$ cat src/rtl/branch_resolve_ctrl_pkg.sv
// Shared types and constants for the branch resolution controller.
// Queue entries carry the prediction and both candidate fetch addresses.
package branch_resolve_ctrl_pkg;

    localparam logic [0:0] ST_RUN   = 1'b0;
    localparam logic [0:0] ST_FLUSH = 1'b1;

    localparam int ENTRY_W = 65;

    typedef struct packed {
        logic        pred;
        logic [31:0] target;
        logic [31:0] fallthru;
    } br_entry_t;

endpackage

$ cat src/rtl/branch_resolve_ctrl_fifo.sv
// In-order queue of in-flight branches; clear wins over push/pop.
// Push at full is only honoured when paired with a pop.
module branch_fifo
    import branch_resolve_ctrl_pkg::*;
#(
    parameter int DEPTH = 4,
    parameter int W     = ENTRY_W
) (
    input  logic         clk,
    input  logic         rst_n,
    input  logic         clear,
    input  logic         push,
    input  logic         pop,
    input  logic [W-1:0] wdata,
    output logic [W-1:0] rdata,
    output logic         full,
    output logic         empty
);
    localparam int PTR_W = $clog2(DEPTH);
    localparam int CNT_W = PTR_W + 1;

    logic [W-1:0]     mem [DEPTH];
    logic [PTR_W-1:0] wr_ptr, rd_ptr;
    logic [CNT_W-1:0] count;
    logic             do_push, do_pop;

    assign full    = (count == CNT_W'(DEPTH));
    assign empty   = (count == '0);
    assign do_pop  = pop & ~empty;
    assign do_push = push & (~full | do_pop);
    assign rdata   = mem[rd_ptr];

    always_ff @(posedge clk or negedge rst_n) begin
        if (!rst_n) begin
            wr_ptr <= '0;
            rd_ptr <= '0;
            count  <= '0;
        end else if (clear) begin
            wr_ptr <= '0;
            rd_ptr <= '0;
            count  <= '0;
        end else begin
            if (do_push) wr_ptr <= wr_ptr + PTR_W'(1);
            if (do_pop)  rd_ptr <= rd_ptr + PTR_W'(1);
            case ({do_push, do_pop})
                2'b10:   count <= count + CNT_W'(1);
                2'b01:   count <= count - CNT_W'(1);
                default: count <= count;
            endcase
        end
    end

    // Storage needs no reset: occupancy alone decides what is valid.
    always_ff @(posedge clk) begin
        if (do_push && !clear) mem[wr_ptr] <= wdata;
    end

endmodule

$ cat src/rtl/branch_resolve_ctrl.sv
// Resolves the oldest in-flight branch against MEM outcome, trains the
// predictor, and issues a one-cycle flush/redirect on mispredict.
module branch_resolve_ctrl
    import branch_resolve_ctrl_pkg::*;
#(
    parameter int DEPTH = 4,
    parameter int CNT_W = 16
) (
    input  logic             clk,
    input  logic             rst_n,
    input  logic             dec_valid,
    input  logic             dec_pred,
    input  logic [31:0]      dec_target,
    input  logic [31:0]      dec_fallthru,
    input  logic             res_valid,
    input  logic             res_taken,
    output logic             upd_valid,
    output logic             upd_taken,
    output logic             flush,
    output logic [31:0]      redirect_pc,
    output logic             full,
    output logic             empty,
    output logic [CNT_W-1:0] mispredict_cnt,
    output logic             err_ovf,
    output logic             err_unf
);
    logic [0:0] state;
    br_entry_t  head, wentry;
    logic       run, accept, mispred, unf, enq, pop, ovf;

    assign wentry = '{pred: dec_pred, target: dec_target, fallthru: dec_fallthru};

    assign run     = (state == ST_RUN);
    assign accept  = run & res_valid & ~empty;
    assign mispred = accept & (head.pred != res_taken);
    assign unf     = run & res_valid & empty;
    // Decode traffic during the mispredict cycle and the flush cycle is squashed.
    assign enq     = run & dec_valid & ~mispred;
    assign pop     = accept & ~mispred;
    assign ovf     = enq & full & ~pop;

    // Derived from state so an async reset drops it without a clock edge.
    assign flush = (state == ST_FLUSH);

    branch_fifo #(.DEPTH(DEPTH), .W(ENTRY_W)) u_fifo (
        .clk   (clk),
        .rst_n (rst_n),
        .clear (mispred),
        .push  (enq),
        .pop   (pop),
        .wdata (wentry),
        .rdata (head),
        .full  (full),
        .empty (empty)
    );

    always_ff @(posedge clk or negedge rst_n) begin
        if (!rst_n) begin
            state          <= ST_RUN;
            upd_valid      <= 1'b0;
            upd_taken      <= 1'b0;
            redirect_pc    <= '0;
            mispredict_cnt <= '0;
            err_ovf        <= 1'b0;
            err_unf        <= 1'b0;
        end else begin
            state     <= mispred ? ST_FLUSH : ST_RUN;
            upd_valid <= accept;
            upd_taken <= accept & res_taken;
            if (mispred) begin
                redirect_pc <= res_taken ? head.target : head.fallthru;
                if (mispredict_cnt != '1)
                    mispredict_cnt <= mispredict_cnt + CNT_W'(1);
            end
            if (ovf) err_ovf <= 1'b1;
            if (unf) err_unf <= 1'b1;
        end
    end

endmodule

$ cat config.mk
export PLATFORM = sky130hd
export DESIGN_NAME = branch_resolve_ctrl
export DESIGN_NICKNAME = d
export VERILOG_FILES = /design/src/rtl/branch_resolve_ctrl_pkg.sv /design/src/rtl/branch_resolve_ctrl_fifo.sv /design/src/rtl/branch_resolve_ctrl.sv
export SDC_FILE = /design/constraint.sdc
export NUM_CORES = 1
export LEC_CHECK = 0
export CORE_MARGIN = 2
export CORE_UTILIZATION = 50
export DETAILED_ROUTE_END_ITERATION = 8
export PLACE_DENSITY_LB_ADDON = 0.15
export RECOVER_POWER = 50
export SETUP_SLACK_MARGIN = 0.15
export SLEW_MARGIN = 20
export SYNTH_ARGS = -nofsm -noshare
export SYNTH_HDL_FRONTEND = slang
export SYNTH_SLANG_ARGS = --single-unit
$ cat constraint.sdc
create_clock -name clk -period 10.5 [get_ports clk]
set_input_delay 2.1 -clock clk [delete_from_list [all_inputs] [get_ports clk]]
set_output_delay 2.1 -clock clk [all_outputs]
set_load 0.005 [all_outputs]
==> metrics.md <==
| Metric | Value |
|---|---|
| Setup Crit Path Kind | in2reg |
| Port Buffer Count | 124 |
| Post-synthesis register bit count | 320 |
| Ys flop type | edfxtp_1 |
| Antenna Cells | 0 |
| CTS buffer count | 34 |
| Flop2flop setup slack | 6.22 ns |
| Synth-to-layout area growth | 21.6% |
| Initial Util | 0.509 |
| Routed WL per cell | 20.6 µm |
| Post-CTS setup buffer count | 0 |
| Post-DRT Antenna Nets | 0 |
| Die ar. | 26,000 µm² |
| Fillcell total | 1,732 |
| CP startpoint kind | primary input |
| Final TNS setup | 0 ns |
| CTS Hold Buffers Added | 0 |
| Async SR Flop Fraction | 0.188 |
| Max IR drop VDD | 165 µV |
| Period utilization | 0.633 |
| Share of the synthesized area in the top cell type | 0.632 |
| Drt first-iter violations | 483 |
| Post-DP HPWL | 13,000 µm |
| CP required | 10.62 ns |
| Net Count, Synth | 697 |
| Fin cells | 1,105 |
| Outcome | finished, violations left |
| Finish-stage setup viols | 0 |
| Yosys warnings | 0 |
| Total number of vias | 6,012 |
| Num ports | 125 |
| Clock latency on the worst-skew pair | 0.52 ns |
| Hold Crit Depth | 1 |
| Final min period | 6.65 ns |
| Worst EP arrival | 6.76 ns |
| Avg Cell Area, Syn | 19.9 µm² |
| Vias per cell | 5.44 |
| Final Wtd Congestion | 0.756 |
| Largest net degree at the start of global routing | 79 |
| Count of different cell masters after synthesis | 43 |
| Pwr Density | 259 nW/µm² |
| Maxcap violations | 2 |
| Hold EP | err_unf |
| Drt drc | 0 |
| H-tree depth | 2 |
| Grt ovf | 0 |
| Most common cell after layout, fill and taps aside | edfxtp_1 |
| Post-cts resize count | 0 |
| Die width | 161 µm |
| Clock slew at reported path FFs | 0.06 ns |
| Total routed wirelength | 22,700 µm |
| Min-Delay Startpoint | err_unf |
| Worst Reg-to-Reg Cells | 5 |
| GRT Overall Usage | 0.182 |
| Clock Tree Buf Depth | 3 |
| Final Hold Viols | 0 |
| Seq/Total Area, Yosys | 0.754 |
| Crit path max fanout | 78 |
| Slew headroom | -1.49 |
| Lkg Pwr | 5.23 nW |
| Worst min-delay path category | reg2reg |
| Most frequent cells in the layout | edfxtp_1 (260), dlygate4sd3_1 (87), mux4_2 (64) |
| Slew Viols, Final | 99 |
| Final net count | 831 |
| Num Clock Sinks | 320 |
| Cells after synthesis | 621 |
| Total Power | 3.89 mW |
| Core ar. | 24,200 µm² |
| Dpl cells | 1,043 |
| RSZ-0062 raised after global routing | no |
| Worst-margin pin slew | 3.74 ns |
| Row Count | 57 |
| Reg-to-reg endpoint | u_fifo.mem[0][45] |
| CP endpoint kind | flop |
| Post-synth EDFFs | 260 |
| Global-route wire length before repair | 35,900 µm |
| Detailed Routing Iterations Pass 1 | 4 |
| Vias in the first global route | 6,530 |
| CTS root buf | clkbuf_16 |
| Cell Area, Synth | 12,300 µm² |
| Initial antenna violation count | 0 |
| FF-to-FF Start | u_fifo.rd_ptr[0] |
| CTS tree | done |
| WHS | 0.453 ns |
| Post-layout util | 0.619 |
| Setup Skew | 0.0277 ns |
| Highest clock rate | 150 MHz |
| Cell taking the most area after synthesis | edfxtp_1 |
| Top cells by area, synth | edfxtp_1 (63%), dfrtp_1 (12%), mux4_2 (12%) |
| Die H | 161 µm |
| Failing checks | capacitance limit, slew limit |
| Share of cells above drive strength 1 | 0.172 |
worst max-delay path by stage:
| stage | cells after the start | slack (ns) | start | endpoint |
|---|---|---|---|---|
| final | 6 | 3.85 | res_taken | u_fifo.mem[0][45] |
| after global routing | 6 | 3.39 | res_taken | u_fifo.mem[0][45] |
| after CTS | 6 | 5.53 | res_taken | u_fifo.mem[3][48] |
| after detailed placement | 6 | 4.99 | res_taken | u_fifo.mem[0][50] |
| after global placement | 6 | 5.06 | res_taken | u_fifo.mem[2][20] |
| after floorplan | 6 | 5.40 | res_taken | u_fifo.mem[0][0] |
critical path, stage by stage:
cell      delay (ns)
buf_2           0.08
clkbuf_1        2.23
nor2b_1         0.30
mux2i_1         0.19
nand3_4         0.75
and3_4          1.06
logic make-up (layout without fill, tap and decap cells):
family                   Yosys count  after routing  synth area share
AO/OA/AOI/OAI                     41             41            0.0182
XOR/XNOR                          17             17            0.0121
adder cells (fa/ha/maj)            6              6           0.00669
buffers and inverters             37            197            0.0134
flip-flops                       320            320             0.754
multiplexers                     104            104             0.150
AND/OR/NAND/NOR                   96             96            0.0453
Yosys cell counts (all sizes together) (6+ instances only):
cell and instances:
inv 6, nand2 46, mux2i 38, xor2 12, o21ai 35, dfrtp 60
buf 17, mux4 64, nor2 12, and3 7, clkbuf 12, edfxtp 260
area by class of cell:
type,instances,area [µm²],share of cell area
Clock buffer,45,923,0.0615
Inverter,8,31.3,0.00208
Multi-Input combinational cell,264,2880,0.192
Tap cell,324,405,0.0270
Sequential cell,320,9320,0.621
Timing Repair Buffer,127,1250,0.0830
Clock inverter,17,208,0.0138
power by group:
part,switching (mW),leakage [nW],internal (mW)
logic,0.420,1.56,0.457
registers,0.156,3.12,1.66
clock network,0.471,0.553,0.723
metal layers:
| layer | wire [µm] | GRT usage | part of all wire | vias to the layer above |
|---|---|---|---|---|
| li1 | - | - | - | 2731 |
| met1 | 9470 | 0.238 | 0.42 | 3094 |
| met2 | 11900 | 0.317 | 0.52 | 157 |
| met3 | 1050 | 0.0344 | 0.046 | 30 |
| met4 | 340 | 0.0503 | 0.015 | 0 |
| met5 | 0 | 0 | 0 | - |
through the flow:
step / setup slack [ns] / area [µm²]
2_1_floorplan: 5.40 / 12300
3_3_place_gp: 5.06 / 13900
3_5_place_dp: 4.99 / 13900
4_1_cts: 5.53 / 15000
5_1_grt: 3.39 / 15000
6_report: 3.85 / 15000
state kept, by name, indices dropped and copies added, names as in the netlist:
name	count
redirect_pc	32
u_fifo.count	3
u_fifo.wr_ptr	2
err_unf	1
err_ovf	1
upd_valid	1
flush	1
upd_taken	1
u_fifo.rd_ptr	2
mispredict_cnt	16
u_fifo.mem	260
Note: power is estimated with default switching activity, not from simulation.
